`src/rtl/tt_uart_tx.sv`:
```
// ============================================================================
// Module   : tt_uart_tx
// Purpose  : Asynchronous serial transmitter. Accepts one parallel word via a
//            valid/ready handshake and shifts it out as a start bit, DATA_BITS
//            data bits (LSB first), an optional parity bit and STOP_BITS stop
//            bits, each bit lasting CLKS_PER_BIT clock cycles.
// Ports    : clk      - system clock, rising edge
//            rst_n    - asynchronous active-low reset
//            ena      - enable; gates acceptance of new frames only
//            tx_data  - word to send, sampled on the accept edge
//            tx_valid - source has a word
//            tx_ready - block can accept a word (IDLE && ena)
//            tx       - serial line, idles high
//            busy     - a frame is in progress
//            tx_done  - one-cycle pulse at end of frame
// Revision : 1.0 - initial release
// ============================================================================
`default_nettype none

module tt_uart_tx #(
  parameter int CLKS_PER_BIT = 4,
  parameter int DATA_BITS    = 8,
  parameter int PARITY_EN    = 0,
  parameter int PARITY_ODD   = 0,
  parameter int STOP_BITS    = 1
) (
  input  logic       clk,
  input  logic       rst_n,
  input  logic       ena,
  input  logic [7:0] tx_data,
  input  logic       tx_valid,
  output logic       tx_ready,
  output logic       tx,
  output logic       busy,
  output logic       tx_done
);

  localparam int                CNT_W     = (CLKS_PER_BIT > 1) ? $clog2(CLKS_PER_BIT) : 1;
  localparam logic [CNT_W-1:0]  BAUD_LAST = CNT_W'(CLKS_PER_BIT - 1);
  localparam logic [2:0]        DATA_LAST = 3'(DATA_BITS - 1);
  localparam logic [2:0]        STOP_LAST = 3'(STOP_BITS - 1);
  localparam logic [7:0]        DATA_MASK = 8'((1 << DATA_BITS) - 1);

  typedef enum logic [2:0] {
    S_IDLE   = 3'd0,
    S_START  = 3'd1,
    S_DATA   = 3'd2,
    S_PARITY = 3'd3,
    S_STOP   = 3'd4
  } state_t;

  state_t           state_q, state_d;
  logic [CNT_W-1:0] baud_q,  baud_d;
  logic [2:0]       bit_q,   bit_d;
  logic [7:0]       shift_q, shift_d;
  logic             par_q,   par_d;
  logic             tx_q,    tx_d;
  logic             busy_q,  busy_d;
  logic             done_q,  done_d;

  logic             baud_end;
  logic [7:0]       data_masked;

  assign tx_ready    = (state_q == S_IDLE) && ena;
  assign baud_end    = (baud_q == BAUD_LAST);
  assign data_masked = tx_data & DATA_MASK;

  always_comb begin
    state_d = state_q;
    baud_d  = baud_q;
    bit_d   = bit_q;
    shift_d = shift_q;
    par_d   = par_q;
    tx_d    = tx_q;
    busy_d  = busy_q;
    done_d  = 1'b0;

    case (state_q)
      S_IDLE: begin
        tx_d = 1'b1;
        if (tx_valid && tx_ready) begin
          // tx drops on the accept edge itself so the start bit is a full period
          state_d = S_START;
          busy_d  = 1'b1;
          tx_d    = 1'b0;
          shift_d = data_masked;
          par_d   = (^data_masked) ^ 1'(PARITY_ODD);
          baud_d  = '0;
          bit_d   = '0;
        end
      end

      S_START: begin
        if (baud_end) begin
          baud_d  = '0;
          bit_d   = '0;
          state_d = S_DATA;
          tx_d    = shift_q[0];
        end else begin
          baud_d = baud_q + 1'b1;
        end
      end

      S_DATA: begin
        if (baud_end) begin
          baud_d  = '0;
          shift_d = shift_q >> 1;
          if (bit_q == DATA_LAST) begin
            bit_d = '0;
            if (PARITY_EN != 0) begin
              state_d = S_PARITY;
              tx_d    = par_q;
            end else begin
              state_d = S_STOP;
              tx_d    = 1'b1;
            end
          end else begin
            bit_d = bit_q + 1'b1;
            // next data bit is the one that lands in bit 0 after this shift
            tx_d  = shift_q[1];
          end
        end else begin
          baud_d = baud_q + 1'b1;
        end
      end

      S_PARITY: begin
        if (baud_end) begin
          baud_d  = '0;
          bit_d   = '0;
          state_d = S_STOP;
          tx_d    = 1'b1;
        end else begin
          baud_d = baud_q + 1'b1;
        end
      end

      S_STOP: begin
        tx_d = 1'b1;
        if (baud_end) begin
          baud_d = '0;
          if (bit_q == STOP_LAST) begin
            bit_d   = '0;
            state_d = S_IDLE;
            busy_d  = 1'b0;
            done_d  = 1'b1;
          end else begin
            bit_d = bit_q + 1'b1;
          end
        end else begin
          baud_d = baud_q + 1'b1;
        end
      end

      default: begin
        state_d = S_IDLE;
        tx_d    = 1'b1;
        busy_d  = 1'b0;
      end
    endcase
  end

  always_ff @(posedge clk or negedge rst_n) begin
    if (!rst_n) begin
      state_q <= S_IDLE;
      baud_q  <= '0;
      bit_q   <= '0;
      shift_q <= '0;
      par_q   <= 1'b0;
      tx_q    <= 1'b1;
      busy_q  <= 1'b0;
      done_q  <= 1'b0;
    end else begin
      state_q <= state_d;
      baud_q  <= baud_d;
      bit_q   <= bit_d;
      shift_q <= shift_d;
      par_q   <= par_d;
      tx_q    <= tx_d;
      busy_q  <= busy_d;
      done_q  <= done_d;
    end
  end

  assign tx      = tx_q;
  assign busy    = busy_q;
  assign tx_done = done_q;

endmodule

`default_nettype wire

```
`config.mk`:
```
export PLATFORM = sky130hd
export DESIGN_NAME = tt_uart_tx
export DESIGN_NICKNAME = d
export VERILOG_FILES = /design/src/rtl/tt_uart_tx.sv
export SDC_FILE = /design/constraint.sdc
export NUM_CORES = 1
export LEC_CHECK = 0
export CAP_MARGIN = 40
export CORE_MARGIN = 5
export CORE_UTILIZATION = 54
export CTS_BUF_LIST = sky130_fd_sc_hd__clkbuf_2 sky130_fd_sc_hd__clkbuf_4 sky130_fd_sc_hd__clkbuf_8
export DETAILED_ROUTE_END_ITERATION = 10
export PLACE_DENSITY = 0.79
export SLEW_MARGIN = 20
export SYNTH_ARGS = -nofsm -noshare
export SYNTH_HDL_FRONTEND = slang
export SYNTH_SLANG_ARGS = --single-unit
export TNS_END_PERCENT = 30
```
`constraint.sdc`:
```
create_clock -name clk -period 4 [get_ports clk]
set_input_delay 0.8 -clock clk [delete_from_list [all_inputs] [get_ports clk]]
set_output_delay 0.8 -clock clk [all_outputs]
set_load 0.02 [all_outputs]
```
# == After elaboration in Yosys (flattened, before gate mapping) ==
# Index checks and enable logic that the tools add are counted.
# word_totals
regBits,19
input_bits,12
output_inout_bits,4
elab_cells,74
# classes
add_sub_neg,2
eq_ne,14
muxes,34
bitwise,1
reduce_logical,16
# op_table
operator,n
$mux 3,13
$mux 8,2
$pmux 8 s2,1
$pmux 3 s5,1
$ne 2x2->1 const B,6
$pmux 3 s4,1
$mux 1,11
$reduce_and 7->1,1
$eq 3x2->1 const B,2
$eq 3x3->1 const B,2
$logic_not 3->1,2
$reduce_and 3->1,2
$reduce_and 5->1,1
$mux 2,2
$ne 2x1->1 const B,2
$pmux 1 s4,1
$pmux 2 s2,1
$reduce_and 4->1,1
$reduce_bool 2->1,2
$reduce_bool 4->1,1
$reduce_or 4->1,1
$add 3x1->3 const B,1
$eq 3x1->1 const B,1
$pmux 1 s3,1
7 further kinds,8

# == Logic depth before layout (Yosys ltp) ==
# Gate-level depths: netlist of run 1.
# logic_depth
ltp_word,5
mapped_depth,6
depth_no_buf,6

# == Worst setup path before layout of run 1 ==
# Ideal clock, no wire load.
# synth_path
path_type,register to output
startpoint,reg state_q[0]
endpoint,out tx_ready
arrival_time_ns,1.366
required_ns,3.200
setup_slack_ns,1.834
stages_incl_launch_ff,5
path_buffers,2
path_cell_list,dfrtp_1 buf_6 or2_1 buf_2 nor3b_1
# synth_between
elab_chain_cells,2
# synth_lines
element,line_no,text
start: declaration,52,"state_t state_q, state_d;"
start signal: assignment,174,state_q <= state_d;
$logic_not 3->1,64,assign tx_ready = (state_q == S_IDLE) && ena;
$logic_and 1x1->1,64,
end: declaration,32,"output logic tx_ready,"
# Every way passes these cells.

# == Worst setup path after layout of run 1 ==
# layout_path
startpoint,in ena
endpoint,out tx_ready
# layout_between
elab_chain_cells,1
# layout_lines
element,line_no,text
start: declaration,29,"input logic ena,"
$logic_and 1x1->1,64,
# Every way passes these cells.

==> results of run 1 <==
==> per-layer routing <==
metal  track usage [%]  wire length, um  up-vias
met5                 0                0        -
met4              6.44               37        0
met3              4.18              130        5
met2              24.2             1090       25
met1              19.3              954      436
li1                  -                -      443
==> final cells by class <==
class / instances / share of cell area [%]
Inverter: 4 / 1.14
Timing Repair Buffer: 16 / 12.5
Clock buffer: 3 / 1.71
Clock inverter: 1 / 0.380
Sequential cell: 19 / 36.2
Tap cell: 27 / 2.56
Multi-Input combinational cell: 88 / 45.5
==> stage by stage <==
step	util, %	setup WS [ns]	total power [W]
floorplan	-	1.83	0.000716
global placement	63.7	1.00	0.000774
detailed placement	64.4	0.994	0.000799
CTS	65.8	0.975	0.000899
global route	65.8	0.898	0.000966
finish	65.8	0.985	0.000892
==> path summary, 6_finish.rpt <==
kind / slack [ns] / start / depth (start not counted) / to
worst max-delay path: 0.99 / ena / 3 / tx_ready
worst min-delay path: 0.54 / shift_q[3] / 2 / shift_q[3]
worst max register to register: 2.09 / baud_q[0] / 5 / shift_q[2]
worst min register to register: 0.54 / shift_q[3] / 2 / shift_q[3]
max in group asynchronous: 2.80 / rst_n / 2 / shift_q[3]
min in group asynchronous: 0.78 / rst_n / 1 / shift_q[5]
==> layout by cell type, fill, tap and decap left out, drive strengths merged, types with 2 or more instances in the layout <==
cell type	Yosys	routed
nand3b	3	3
nor2	14	14
a211oi	2	2
nor3b	2	2
dfrtp	18	18
ha	4	4
nand2	10	10
a211o	2	2
nand2b	3	3
a31oi	2	2
clkbuf	2	3
clkdlybuf4s50	0	15
inv	4	4
a21oi	13	13
nor2b	2	2
o21ai	7	7
mux2i	9	9
nor3	5	5
nor4b	2	2
==> worst register-to-register path: stages (launching register included) <==
cell	delay, ns
dfrtp_1	0.42
ha_1	0.44
nand2_1	0.16
a211oi_4	0.58
nor2_1	0.10
a21oi_1	0.14
==> flip-flops by register name, summed over array words and instances, names as in the netlist <==
| register | count |
|---|---|
| bit_q | 3 |
| baud_q | 2 |
| tx | 1 |
| shift_q | 8 |
| tx_done | 1 |
| state_q | 3 |
| busy | 1 |
==> kinds of logic after synthesis <==
| family | after synthesis |
|---|---|
| AO/OA/AOI/OAI | 31 |
| adder cells (fa/ha/maj) | 4 |
| buffers and inverters | 12 |
| flip-flops | 19 |
| multiplexers | 9 |
| AND/OR/NAND/NOR | 44 |
==> power breakdown <==
group / internal, W / total [W] / switching [W]
clock: 0.0000373 / 0.0000983 / 0.0000610
combinational: 0.000198 / 0.000426 / 0.000228
sequential: 0.000273 / 0.000368 / 0.0000951
==> synth_stat cells (all sizes together), types with 3 or more instances <==
cell type  instances  area share (%)
mux2i              9             7.9
nand3b             3             3.1
dfrtp             18              39
nand2             10             3.5
o21ai              7             3.4
nor2              14             5.2
nor3               5             2.2
nand2b             3             2.3
buf                6             4.3
inv                4             1.3
a21oi             13             6.7
ha                 4             4.4
==> impl_metrics.tcl, run 1 <==
set metrics [dict create \
    timing.fmax_mhz 332 \
    finalMaxSlewViolations 0 \
    dieArea_um2 3150 \
    io_buffers 15 \
    clk-insertion-delay-late_ns 0.30 \
    max_slew_margin_pct 59.1 \
    dpl.hpwl_um 1660 \
    die_y_um 56.1 \
    grtUsageTotal_pct 15.2 \
    tightest_slew_ns 0.612 \
    pin_count 16 \
    fin_nets 148 \
    arrival_ns 2.21 \
    syn_inst 119 \
    drc 0 \
    tns_ns 0 \
    period_share_pct 75.4 \
    place_inst 154 \
    place_area_um2 1290 \
    antenna_found_initial 0 \
    htree_levels 1 \
    p_per_area_nw_per_um2 677 \
    numCtsBuffers 3 \
    clock_path_buffers 2 \
    worstSetupEndpointType "output port" \
    clk_pin_slew_ns 0.11 \
    post_drt_wl_per_cell_um 14.0 \
    path_buf_inv 2 \
    rsz0062_at_grt "false" \
    fin_worst_skew_ns 0.00410 \
    ys_types 36 \
    worst_path_most_repeated_cell "clkdlybuf4s50_1" \
    cts_tree "built" \
    synth_top_family_by_area "simple AND/OR/NAND/NOR gates" \
    cp_max_fo 5 \
    grt_max_degree 18 \
    ys_seq_area_share_pct 41.5 \
    syn_nets 135 \
    initial_core_util_pct 57.3 \
    hold_viol_final 0 \
    synth_mux_area_share_pct 7.85 \
    post_drt_via_cell_ratio 5.75 \
    cp_slowest_stage_delay_ns 0.63 \
    rows 16 \
    crit_type "input port to output port" \
    synth_fa_ha_area_share_pct 4.36 \
    fin_crit_ns 3.01 \
    outcome "complete, no violations" \
    avgSynthCellArea_um2 9.64 \
    synth_edf_count 0 \
    async_reset_ff_share_pct 100 \
    coreArea_um2 2000 \
    grt_pass1_wl_um 3810 \
    yosys_warnings 0 \
    grt_pass1_vias 854 \
    hold_class "register to register" \
    first_iter_violations 25 \
    cp-start-kind "input port" \
    synth_ff_type "dfrtp_1" \
    irDropWorstVdd_v 0.000444 \
    detail-route-antenna-nets 0 \
    holdWs_ns 0.542 \
    vias 909 \
    cts_hold_buf 0 \
    ys_seq_elements 19 \
    yosys.area_share.simple_pct 21.7 \
    postRouteWirelength_um 2210 \
    area_growth_pct 14.8 \
    cts_sinks 19 \
    instances_no_fill 158 \
    maxCapViolCount 0 \
    drive_above_1_share_pct 11.5 \
    area.sequential_um2 477 \
    fin_area_um2 1320 \
    cts_resized 0 \
    first_pass_iters 5 \
    nFillCells 168 \
    grt_overflow 0 \
    worstPathRequired_ns 3.20 \
    gp_congestion 0.802 \
    leakage_nw 0.543 \
    synth_compound_area_share_pct 18.3 \
    synth-xor-area-share_pct 0 \
    clockRootBuffer "clkbuf_4" \
    diodes 0 \
    multiInputGateArea_um2 599 \
    crit_path_top_delay_cell "clkdlybuf4s50_1" \
    die_x_um 56.1 \
    post_cts_buffers 0 \
    synth_area_um2 1150 \
    setup_viol 0 \
    crit_chain "clkdlybuf4s50_1 -> nor3b_1 -> clkdlybuf4s50_1" \
    path_delay_family "buffers and inverters" \
]
Note: power is estimated with default switching activity, not from simulation.
==> run 2, diff against run 1 <==
--- a/config.mk
+++ b/config.mk
@@ -7,10 +7,10 @@
 export LEC_CHECK = 0
 export CAP_MARGIN = 40
 export CORE_MARGIN = 5
-export CORE_UTILIZATION = 54
+export CORE_UTILIZATION = 50
 export CTS_BUF_LIST = sky130_fd_sc_hd__clkbuf_2 sky130_fd_sc_hd__clkbuf_4 sky130_fd_sc_hd__clkbuf_8
 export DETAILED_ROUTE_END_ITERATION = 10
-export PLACE_DENSITY = 0.79
+export PLACE_DENSITY = 0.77
 export SLEW_MARGIN = 20
 export SYNTH_ARGS = -nofsm -noshare
 export SYNTH_HDL_FRONTEND = slang
==> constraint.sdc (replaced) <==
create_clock -name clk -period 2.68 [get_ports clk]
set_input_delay 0.536 -clock clk [delete_from_list [all_inputs] [get_ports clk]]
set_output_delay 0.536 -clock clk [all_outputs]
set_load 0.02 [all_outputs]
==> impl_metrics.tcl, run 2 (same netlist as run 1, synthesis figures left out) <==
set metrics [dict create \
    cp_max_fo 11 \
    numCtsBuffers 3 \
    mostFrequentLayoutCell "dfrtp_1" \
    fin_crit_ns 2.21 \
    grt_pass1_wl_um 3880 \
    grt_overflow 0 \
    grtUsageTotal_pct 14.8 \
    timing.fmax_mhz 453 \
    first_iter_violations 27 \
    detail-route-antenna-nets 0 \
    crit_type "register to output port" \
    rows 17 \
    cp-start-kind "register" \
    path_buf_inv 1 \
    crit_chain "or2_1 -> nor3b_1 -> dlymetal6s2s_1" \
    rsz0062_at_grt "false" \
    hold_viol_final 0 \
    grt_pass1_vias 882 \
    clk-insertion-delay-late_ns 0.30 \
    irDropWorstVdd_v 0.000562 \
    finalMaxSlewViolations 0 \
    die_x_um 57.9 \
    tns_ns 0 \
    largest_reg_flops 8 \
    arrival_ns 1.67 \
    pin_count 16 \
    drive_above_1_share_pct 13.4 \
    dpl.hpwl_um 1640 \
    clk_pin_slew_ns 0.11 \
    maxCapViolCount 0 \
    fin_nets 151 \
    instances_no_fill 162 \
    crit_path_top_delay_cell "dfrtp_1" \
    period_share_pct 82.3 \
    grt_max_degree 20 \
    fin_worst_skew_ns 0.00610 \
    drc 0 \
    worstPathRequired_ns 2.14 \
    fin_util_pct 60.5 \
    antenna_found_initial 0 \
    initial_core_util_pct 51.9 \
    gp_congestion 0.746 \
    cts_tree "built" \
    reg_top3 "shift_q x8, bit_q x3, state_q x3" \
    io_buffers 15 \
    reg2reg_slack_ns 0.77 \
    setup_viol 0 \
    leakage_nw 0.571 \
    area_growth_pct 16.7 \
    layout_common_cells "dfrtp_1, clkdlybuf4s50_1, nor2_1" \
    hold_class "register to register" \
    dieArea_um2 3350 \
    clockRootBuffer "clkbuf_4" \
    clock_path_buffers 2 \
    htree_levels 1 \
    post_drt_wl_per_cell_um 13.7 \
    cts_hold_buf 0 \
    tightest_slew_ns 0.591 \
    outcome "complete, no violations" \
    diodes 0 \
    path_delay_family "simple AND/OR/NAND/NOR gates" \
    cp_slowest_stage_delay_ns 0.52 \
    vias 911 \
    postRouteWirelength_um 2220 \
    largest_register "shift_q" \
    coreArea_um2 2210 \
    first_pass_iters 4 \
    worstSetupEndpointType "output port" \
    cts_sinks 19 \
    max_slew_margin_pct 60.5 \
    die_y_um 57.9 \
    p_per_area_nw_per_um2 1010 \
    place_inst 158 \
    post_drt_via_cell_ratio 5.62 \
]
run 2: cell types whose count changed in the layout (fill, tap and decap cells not counted):
| cell | previous run | this run |
|---|---|---|
| buf_4 | 0 | 4 |
| buf_8 | 1 | 0 |
| clkbuf_4 | 3 | 4 |
| clkdlybuf4s50_1 | 15 | 14 |
| clkinv_2 | 1 | 0 |
| dlymetal6s2s_1 | 0 | 1 |
run 2: repair_timing:
action / CTS / global route
gates resized for setup: 0 / 1
setup endpoints to repair: 0 / 1
setup buffers: 0 / 0
run 2: report_power, final:
part	switching, W	internal [W]	total (W)
Combinational	0.000392	0.000307	0.000699
Clock	0.0000853	0.0000681	0.000153
Sequential	0.0000891	0.000408	0.000497
run 2: layout make-up:
| cell class | instances | area, um2 |
|---|---|---|
| clock buffers | 4 | 30.0 |
| fillers | 197 | 873 |
| inverters | 4 | 15.0 |
| multi-input cells | 88 | 599 |
| flip-flops and latches | 19 | 477 |
| well taps | 28 | 35.0 |
| repair buffers | 19 | 183 |
run 2: metrics by stage:
stage / hold slack (ns) / cell area (um2) / total power (W) / worst slack, ns
floorplan: 0.240 / 1150 / 0.00107 / 0.778
global placement: 0.499 / 1310 / 0.00118 / 0.339
detailed placement: 0.514 / 1310 / 0.00121 / 0.292
CTS: 0.539 / 1340 / 0.00137 / 0.0750
global route: 0.566 / 1340 / 0.00147 / 0.334
finish: 0.532 / 1340 / 0.00135 / 0.474
run 2: routing by layer:
metal / GRT usage (%) / vias to the layer above / share of wire [%]
met5: 0 / - / 0
met4: 6.62 / 0 / 0.77
met3: 2.90 / 2 / 4.1
met2: 24.5 / 22 / 50
met1: 18.6 / 434 / 45
li1: - / 453 / -
run 2: worst register-to-register path: stages, from the launching register on:
cell and delay [ns]:
dfrtp_1 0.43, ha_1 0.45, nand2_1 0.17, a211oi_4 0.56
nor2_1 0.08, a21oi_1 0.15
run 2: path summary, 6_finish.rpt:
check                           start    endpoint  depth (start not counted)
max                        state_q[1]    tx_ready                          3
min                        shift_q[4]  shift_q[4]                          2
max reg2reg                 baud_q[0]  shift_q[0]                          5
min reg2reg                shift_q[4]  shift_q[4]                          2
max in group asynchronous       rst_n          tx                          2
min in group asynchronous       rst_n  state_q[1]                          2
